--- src/rtl/serial_subtractor.sv ---
// Bit-serial subtractor: D = A - B - bin, LSB first, one bit per clock through a single
// full-subtractor cell and a borrow flip-flop. Define SERIAL_SUB_OVF_EN to add the ovf output.
module serial_subtractor #(
  parameter int unsigned WIDTH = 8
) (
  input  logic             clk,
  input  logic             rst_n,
  input  logic             in_valid,
  output logic             in_ready,
  input  logic [WIDTH-1:0] a,
  input  logic [WIDTH-1:0] b,
  input  logic             bin,
  output logic             out_valid,
  input  logic             out_ready,
  output logic [WIDTH-1:0] d,
  output logic             bout
`ifdef SERIAL_SUB_OVF_EN
  ,
  output logic             ovf
`endif
);

  // Handshakes: a transfer happens on a rising edge where valid && ready are both high.
  // in_ready and out_valid are registers updated only with state, so neither depends on inputs.

  localparam int CNT_W = (WIDTH > 1) ? $clog2(WIDTH) : 1;
  localparam logic [CNT_W-1:0] CNT_LAST = CNT_W'(WIDTH - 1);

  typedef enum logic [1:0] {
    IDLE = 2'd0,
    RUN  = 2'd1,
    DONE = 2'd2
  } state_t;

  state_t           state_q;
  logic             in_ready_q;
  logic             out_valid_q;
  logic [WIDTH-1:0] a_sh_q;
  logic [WIDTH-1:0] b_sh_q;
  logic [WIDTH-1:0] r_sh_q;
  logic [CNT_W-1:0] cnt_q;
  logic             borrow_q;
  logic [WIDTH-1:0] d_q;
  logic             bout_q;

  logic             diff_d;
  logic             borrow_d;
  logic [WIDTH-1:0] r_sh_d;

`ifdef SERIAL_SUB_OVF_EN
  logic sign_a_q;
  logic sign_b_q;
  logic ovf_q;
`endif

  // One full-subtractor cell; the new diff bit enters at the MSB so that after WIDTH
  // shifts the first (LSB) diff bit has reached bit 0.
  always_comb begin
    diff_d   = a_sh_q[0] ^ b_sh_q[0] ^ borrow_q;
    borrow_d = (~a_sh_q[0] & b_sh_q[0]) | (~(a_sh_q[0] ^ b_sh_q[0]) & borrow_q);
    r_sh_d   = {diff_d, {(WIDTH-1){1'b0}}} | (r_sh_q >> 1);
  end

  always_ff @(posedge clk or negedge rst_n) begin
    if (!rst_n) begin
      state_q     <= IDLE;
      in_ready_q  <= 1'b1;
      out_valid_q <= 1'b0;
      a_sh_q      <= '0;
      b_sh_q      <= '0;
      r_sh_q      <= '0;
      cnt_q       <= '0;
      borrow_q    <= 1'b0;
      d_q         <= '0;
      bout_q      <= 1'b0;
`ifdef SERIAL_SUB_OVF_EN
      sign_a_q    <= 1'b0;
      sign_b_q    <= 1'b0;
      ovf_q       <= 1'b0;
`endif
    end else begin
      case (state_q)
        IDLE: begin
          if (in_valid && in_ready_q) begin
            a_sh_q     <= a;
            b_sh_q     <= b;
            borrow_q   <= bin;
            cnt_q      <= '0;
            in_ready_q <= 1'b0;
            state_q    <= RUN;
`ifdef SERIAL_SUB_OVF_EN
            sign_a_q   <= a[WIDTH-1];
            sign_b_q   <= b[WIDTH-1];
`endif
          end
        end

        RUN: begin
          a_sh_q   <= a_sh_q >> 1;
          b_sh_q   <= b_sh_q >> 1;
          borrow_q <= borrow_d;
          r_sh_q   <= r_sh_d;
          if (cnt_q == CNT_LAST) begin
            // Terminal bit: publish the result; cnt is not advanced past WIDTH-1.
            d_q         <= r_sh_d;
            bout_q      <= borrow_d;
            out_valid_q <= 1'b1;
            state_q     <= DONE;
`ifdef SERIAL_SUB_OVF_EN
            ovf_q       <= (sign_a_q ^ sign_b_q) & (sign_a_q ^ diff_d);
`endif
          end else begin
            cnt_q <= cnt_q + CNT_W'(1);
          end
        end

        DONE: begin
          if (out_ready) begin
            out_valid_q <= 1'b0;
            in_ready_q  <= 1'b1;
            state_q     <= IDLE;
          end
        end

        default: begin
          out_valid_q <= 1'b0;
          in_ready_q  <= 1'b1;
          state_q     <= IDLE;
        end
      endcase
    end
  end

  assign in_ready  = in_ready_q;
  assign out_valid = out_valid_q;
  assign d         = d_q;
  assign bout      = bout_q;
`ifdef SERIAL_SUB_OVF_EN
  assign ovf       = ovf_q;
`endif

endmodule
--- config.mk ---
export PLATFORM = sky130hd
export DESIGN_NAME = serial_subtractor
export DESIGN_NICKNAME = d
export VERILOG_FILES = /design/src/rtl/serial_subtractor.sv
export SDC_FILE = /design/constraint.sdc
export NUM_CORES = 1
export LEC_CHECK = 0
export ABC_AREA = 0
export CAP_MARGIN = 20
export CORE_UTILIZATION = 46
export CTS_CLUSTER_SIZE = 25
export DETAILED_ROUTE_END_ITERATION = 10
export PLACE_DENSITY_LB_ADDON = 0.05
export SLEW_MARGIN = 15
export SYNTH_ARGS = -nofsm -noshare
export SYNTH_HDL_FRONTEND = slang
export SYNTH_SLANG_ARGS = --single-unit
export TNS_END_PERCENT = 50
--- constraint.sdc ---
create_clock -name clk -period 1.7 [get_ports clk]
set_input_delay 0.51 -clock clk [delete_from_list [all_inputs] [get_ports clk]]
set_output_delay 0.51 -clock clk [all_outputs]
set_load 0.02 [all_outputs]
# After elaboration in Yosys (flattened, before gate mapping)
# Cells that the tools add are included.
# totals
wordCells	56
ff_bits	41
out_inout_bits	11
# classes
n_bitwise	10
eq_ne	7
addsub	1
n_reduce_logical	9
muxes	19
# ops
operator	n
$pmux 8 s2	2
$mux 8	2
$reduce_and 3->1	4
$ne 2x2->1 const B	4
$or 8x7->8	1
$mux 2	3
$mux 3	2
$pmux 1 s3	2
$pmux 2 s3	1
$pmux 3 s2	1
$mux 1	5
$not 1->1	4
$reduce_and 2->1	2
$add 3x1->3 const B	1
$eq 3x3->1 const B	1
$and 1x1->1	2
$eq 2x1->1 const B	1
$eq 2x2->1 const B	1
$logic_not 2->1	1
$pmux 1 s2	1
$reduce_bool 2->1	1
$xor 1x1->1	2
$logic_and 1x1->1	1
$or 1x1->1	1

# Logic depth before layout (Yosys ltp)
# Gate-level depths: netlist of the first run.
# logic_depth
word_depth	5
ltp_mapped	6
mapped_depth_nobuf	5

# Least setup slack after synthesis of the first run
# Ideal clock, no wire load.
# synth_timing
kind	register to register
startpoint	register cnt_q[0]
endpoint	register cnt_q[0]
slack_ns	0.109
arrival_ns	1.467
stages_incl_launch_ff	6
t_required_ns	1.575
synth_period_minus_slack_ns	1.591
cell_sequence	dfrtp_1 > ha_1 > ha_1 > nor3b_1 > nor2_1 > mux2_2
# synth_between
elab_chain_cells	3
# synth_lines
element	line	rtl
start: declaration	41	logic [CNT_W-1:0] cnt_q;
start signal: assignment	113	cnt_q <= cnt_q + CNT_W'(1);
$add 3x1->3 / $eq 3x3->1 (equally long branches)	113, 103	
$mux 3 / $ne 2x2->1 (equally long branches)	n/a	
$pmux 3 s2 / $reduce_and 3->1 (equally long branches)	n/a	
# Several ways; a longest one is shown, not always the timed one. The select of a mux whose other input is x is not followed.
# A chain may end at the register's enable or synchronous reset.

# Worst setup path after layout of the first run
# layout_timing
startpoint	register in_ready_q (netlist: in_ready)
endpoint	output port in_ready
# layout_rtl
element	line	rtl
start: declaration	36	logic in_ready_q;
start signal: assignment	67	in_ready_q <= 1'b1;
start signal: assignment	89	in_ready_q <= 1'b0;
start signal: assignment	120	in_ready_q <= 1'b1;
end: declaration	9	output logic in_ready,
# No word-level cell between the ends.

==> results of run 1 <==
cells in the final DEF (no fill, tap or decap), types with 4 or more instances in the layout:
cell / instances
mux2_2: 9
nand2_1: 42
dfrtp_1: 39
clkbuf_8: 6
buf_4: 14
o21ai_1: 12
clkdlybuf4s50_1: 18
dlygate4sd2_1: 11
mux2i_1: 12
inv_1: 5
o21ai_0: 4
kinds of logic (layout without fill, tap and decap cells):
| kind of cell | Yosys count | count (layout) | synth area share |
|---|---|---|---|
| AOI/OAI and AO/OA | 25 | 25 | 0.08980 |
| adders and majority gates | 3 | 3 | 0.02586 |
| buffers and inverters | 15 | 61 | 0.05460 |
| DFF | 40 | 40 | 0.5754 |
| muxes | 22 | 22 | 0.1329 |
| and+or+nand+nor | 51 | 51 | 0.1214 |
Yosys cell counts (3+ instances only):
cell type and instances:
nand2_1 42, o21ai_0 5, buf_2 3, nor2_1 3
mux2_2 9, o21ai_1 11, dfrtp_1 39, mux2i_1 13
inv_1 5
metal layers:
metal  part of all wire  vias up  track usage
met5                  0        -            0
met4              0.013        0      0.05966
li1                   -      611            -
met3              0.047        5      0.05254
met2               0.48       28       0.2713
met1               0.46      578       0.2388
where the power goes:
part | switching (uW) | leakage (uW) | internal [uW]
clock network | 329 | 0.0000445 | 330
registers | 203 | 0.000528 | 1270
logic | 584 | 0.000545 | 512
repair_timing:
action,4_1_cts,5_1_grt
resized for setup,12,4
setup buffers,0,5
hold endpoints to repair,0,0
pin swaps,0,1
setup endpoints to repair,12,2
cloned,0,0
per-stage QoR:
| step | instance area, um2 | std cells | utilization | total power (uW) |
|---|---|---|---|---|
| 6_report | 2293 | 248 | 0.6613 | 3231 |
| 5_1_grt | 2293 | 248 | 0.6613 | 3474 |
| 4_1_cts | 2232 | 243 | 0.6436 | 3264 |
| 3_5_place_dp | 2148 | 235 | 0.6194 | 2652 |
| 3_3_place_gp | 2148 | 235 | 0.6194 | 2575 |
| 2_1_floorplan | 1742 | 156 | - | 2210 |
flip-flops by register name (all words and copies together) (netlist names):
name and count:
d 8, out_valid 1, r_sh_q 7, b_sh_q 8, a_sh_q 8, in_ready 1
state_q 2, borrow_q 1, bout 1, cnt_q 3
cell type report:
class,count,area share
timing repair buffer,48,0.1964
clock inverter,1,0.003273
sequential,40,0.4370
multi-input combinational,101,0.2924
clock buffer,7,0.03764
tap,46,0.02510
inverter,5,0.008183
path summary, 6_finish.rpt:
| path | startpoint | end | cells past startpoint |
|---|---|---|---|
| worst min-delay path | rst_n | d[2] | 1 |
| worst max register to register | cnt_q[0] | d[6] | 5 |
| worst max-delay path | in_ready | in_ready | 1 |
| max in group asynchronous | rst_n | b_sh_q[2] | 2 |
| worst min register to register | r_sh_q[1] | r_sh_q[1] | 2 |
| min in group clk | r_sh_q[1] | r_sh_q[1] | 2 |
==> run metrics, run 1 <==
ant diodes=0; PwrDens=1409 nW/um2; total track usage=0.1773; clk buf depth=2; vias=1222; area of the multi-input gates=670.6 um2; CTS clk-pin slew, worst paths=80 ps; flops & latches, synth=40; Max Cap Violations=0; Peak VDD IR=0.7218 mV; worst-margin pin slew=376.1 ps; RSZ-0062 raised after global routing=false; antenna violations before repair=0; Tcrit/Tclk final=0.9719; Die Span X=63.53 um; core area=3468 um2; syn_nets=180; Skew-Pair Late Insertion Delay=290 ps; worst-path cell chain=dlygate4sd2_1; static leakage=0.001118 uW; Die Height=63.53 um; WL/cell=12.85 um; drt pass-1 iters=6; Worst EP arrival=1140 ps; die area=4036 um2; Gate Count Post-Synth=156; largest net degree at the start of global routing=21; Req. time, crit path=1190 ps; Top FF cell, synth=dfrtp_1; kind of end point of the critical path=output pin; HPWL after DPL=2281 um; vias in the first global route=1156; global-route wire length before repair=5416 um; GRT overflow=0; clock tree from TritonCTS=done; Routed Antenna Nets=0; P&R area growth vs syn=31.68%; number of synthesized flops with an enable pin=0; fillers=300; Num Clock Sinks=40; status=complete, no violations; Final GP Congestion=0.7094; Seq/Total Area, Yosys=0.5754; Worst slew margin=0.7493; WS Path Type=flop to output pin; Crit path buffers/inverters=1; Final setup violation count=0; CP Launch Type=flop; final count of pins violating max slew=0; final net count=225; Post-synth ARST share=1.000; Synth Cell Area=1742 um2; hold slack=121.2 ps; post-route clock skew=7.971 ps; Critical Path Max Stage Delay=530 ps; Yosys cell types=30; Yosys warnings=0; Initial Util=0.5022; row count=21; crit-path leading delay family=flip-flops; root buffer selected by CTS=clkbuf_8; Iteration-0 DRC Markers=30; crit-path max FO=2; setup_tns=0 ps; setup slack, reg-to-reg=140 ps; post-synth top area share=0.5603; WL final=3186 um; ranking of synthesized cells by area=dfrtp_1 (56%), nand2_1 (9.1%), mux2i_1 (7.5%), mux2_2 (5.8%), o21ai_1 (3.2%); fmax=0.6052 GHz; layout cells sized above 1=0.2030; H-tree Lvls=2; CTS buffer count=5; Fin. Hold Viols=0; DRC violations left=0; largest area contributor in the netlist=dfrtp_1; Worst path slowest cell=dfstp_2; Storage cell area=1002 um2; Final Critical Period=1652 ps; Syn Area/Cell=11.16 um2; setup ws final=47.78 ps; Hold/Removal Path Class=input port to async pin; port buffer count=31; vias per cell=4.927; hold_buf cts=0; number of top-level pins=32; pre-CTS setup slack=-297.6 ps
No activity file was read; power rests on OpenSTA's default activity.
==> run 2, diff against run 1 <==
--- a/config.mk
+++ b/config.mk
@@ -6,6 +6,7 @@
 export NUM_CORES = 1
 export LEC_CHECK = 0
 export ABC_AREA = 0
+export ABC_CLOCK_PERIOD_IN_PS = 1700
 export CAP_MARGIN = 20
 export CORE_UTILIZATION = 46
 export CTS_CLUSTER_SIZE = 25
==> results of run 2 <==
The final DEF is identical to that of run 1; final timing and power are the same.
==> run 3, diff against run 2 <==
--- a/config.mk
+++ b/config.mk
@@ -8,9 +8,11 @@
 export ABC_AREA = 0
 export ABC_CLOCK_PERIOD_IN_PS = 1700
 export CAP_MARGIN = 20
-export CORE_UTILIZATION = 46
+export CORE_ASPECT_RATIO = 2
+export CORE_UTILIZATION = 50
 export CTS_CLUSTER_SIZE = 25
 export DETAILED_ROUTE_END_ITERATION = 10
+export DONT_BUFFER_PORTS = 1
 export PLACE_DENSITY_LB_ADDON = 0.05
 export SLEW_MARGIN = 15
 export SYNTH_ARGS = -nofsm -noshare
==> run metrics, run 3 (same netlist as run 1, synthesis figures left out) <==
status=finished with violations; failing checks=DRC; most common cell after layout, fill and taps aside=nand2_1; root buffer selected by CTS=clkbuf_8; Final GP Congestion=0.7824 (+10%); static leakage=0.0009037 uW (-19%); WL final=2858 um (-10%); most frequent cells in the layout=nand2_1 (42), dfrtp_1 (39), mux2i_1 (13); Worst EP arrival=1770 ps (+630 ps); GRT overflow=0 (unchanged); final instance area=1921 um2 (-16%); Die Span X=43.74 um (-31%); Num Clock Sinks=40 (unchanged); worst-margin pin slew=342.1 ps (-33.97 ps); Req. time, crit path=1870 ps (+680 ps); Setup Fix Bufs, Post-CTS=0 (unchanged); # resized after CTS=0 (-12); Max Cap Violations=0 (unchanged); final count of pins violating max slew=0 (unchanged); Hold/Removal Path Class=input port to async pin; vias=1116 (-8.7%); RSZ-0062 raised after global routing=false; DRC violations left=1 (+1); Fin. Hold Viols=0 (unchanged); global-route wire length before repair=4995 um (-7.8%); H-tree Lvls=2 (unchanged); Total Power=3146 uW (-2.6%); WS Path Type=flop to flop; Worst slew margin=0.7719 (+0.02265); setup_tns=0 ps (unchanged); Die Height=85.47 um (+35%); clock tree from TritonCTS=done; HPWL after DPL=1982 um (-13%); Initial Util=0.5213 (+0.01918); Final Critical Period=1598 ps (-54.45 ps); post-route clock skew=8.150 ps (+0.1782 ps); hold slack=51.54 ps (-69.61 ps); crit-path max FO=4 (+2); layout cells sized above 1=0.1739 (-0.02906); ant diodes=0 (unchanged); Routed Antenna Nets=0 (unchanged); Skew-Pair Late Insertion Delay=290 ps (about the same); P&R area growth vs syn=10.27%; kind of end point of the critical path=flop; Area after DPL=1793 um2 (-17%); PwrDens=1638 nW/um2 (+16%); die area=3738 um2 (-7.4%); largest net degree at the start of global routing=40 (+90%); fmax=0.6259 GHz (+3.4%); final net count=184 (-18%); Final setup violation count=0 (unchanged); row count=30 (+43%); CTS clk-pin slew, worst paths=80 ps (about the same); vias in the first global route=1134 (-1.9%); vias per cell=5.782 (+17%); Tcrit/Tclk final=0.9399 (-0.03203); hold_buf cts=1 (+1); drt pass-1 iters=7 (+1); number of top-level pins=32 (unchanged); clk buf depth=2 (unchanged); Peak VDD IR=0.9420 mV (+30%); CTS buffer count=5 (unchanged); core area=3341 um2 (-3.7%); total track usage=0.1813 (+0.004080); WL/cell=14.81 um (+15%); port buffer count=0 (-100%); Iteration-0 DRC Markers=24 (-20%); antenna violations before repair=0 (unchanged); CP Launch Type=flop
[run 3: cell type report]
cell class | count | area, um2
Multi-Input combinational cell | 101 | 661.9
Clock buffer | 6 | 72.57
Clock inverter | 2 | 35.03
Fill cell | 277 | 1420
Inverter | 5 | 18.77
Sequential cell | 40 | 1002
Tap cell | 32 | 40.04
Timing Repair Buffer | 7 | 90.09
[run 3: worst paths after layout]
path / from / endpoint / slack (ps) / cells after the start
hold / removal: rst_n / r_sh_q[5] / 50 / 1
max in group asynchronous: rst_n / cnt_q[2] / 1460 / 1
min in group clk: out_ready / state_q[1] / 300 / 1
setup reg to reg: cnt_q[0] / cnt_q[0] / 100 / 5
hold reg to reg: b_sh_q[7] / b_sh_q[6] / 490 / 2
setup / recovery: cnt_q[0] / cnt_q[0] / 100 / 5
[run 3: per-stage QoR]
| step | setup WS (ps) | util | instances |
|---|---|---|---|
| after floorplan | 108.5 | - | 156 |
| after global placement | 176.3 | 0.5367 | 184 |
| after detailed placement | 116.5 | 0.5367 | 184 |
| after CTS | 97.88 | 0.5749 | 193 |
| after global routing | 11.79 | 0.5749 | 193 |
| final | 102.2 | 0.5749 | 193 |
[run 3: layer usage]
layer  vias to the layer above  global-route usage  wire (um)
li1                        528                   -          -
met1                       551              0.1963       1104
met2                        30              0.3161       1573
met3                         7             0.03830        108
met4                         0             0.09375         72
met5                         -                   0          0
[run 3: where the power goes]
| part | total, uW | leakage (uW) | internal, uW | switching, uW |
|---|---|---|---|---|
| clock | 753 | 0.0000552 | 436 | 317 |
| sequential | 1590 | 0.000528 | 1270 | 314 |
| combinational | 807 | 0.000320 | 375 | 432 |
[run 3: worst max-delay path, stage by stage, from the launching register on]
cell and delay (ps):
dfrtp_1 390, ha_1 200, ha_1 210, nor3b_1 270, nor2_1 140, mux2_2 280
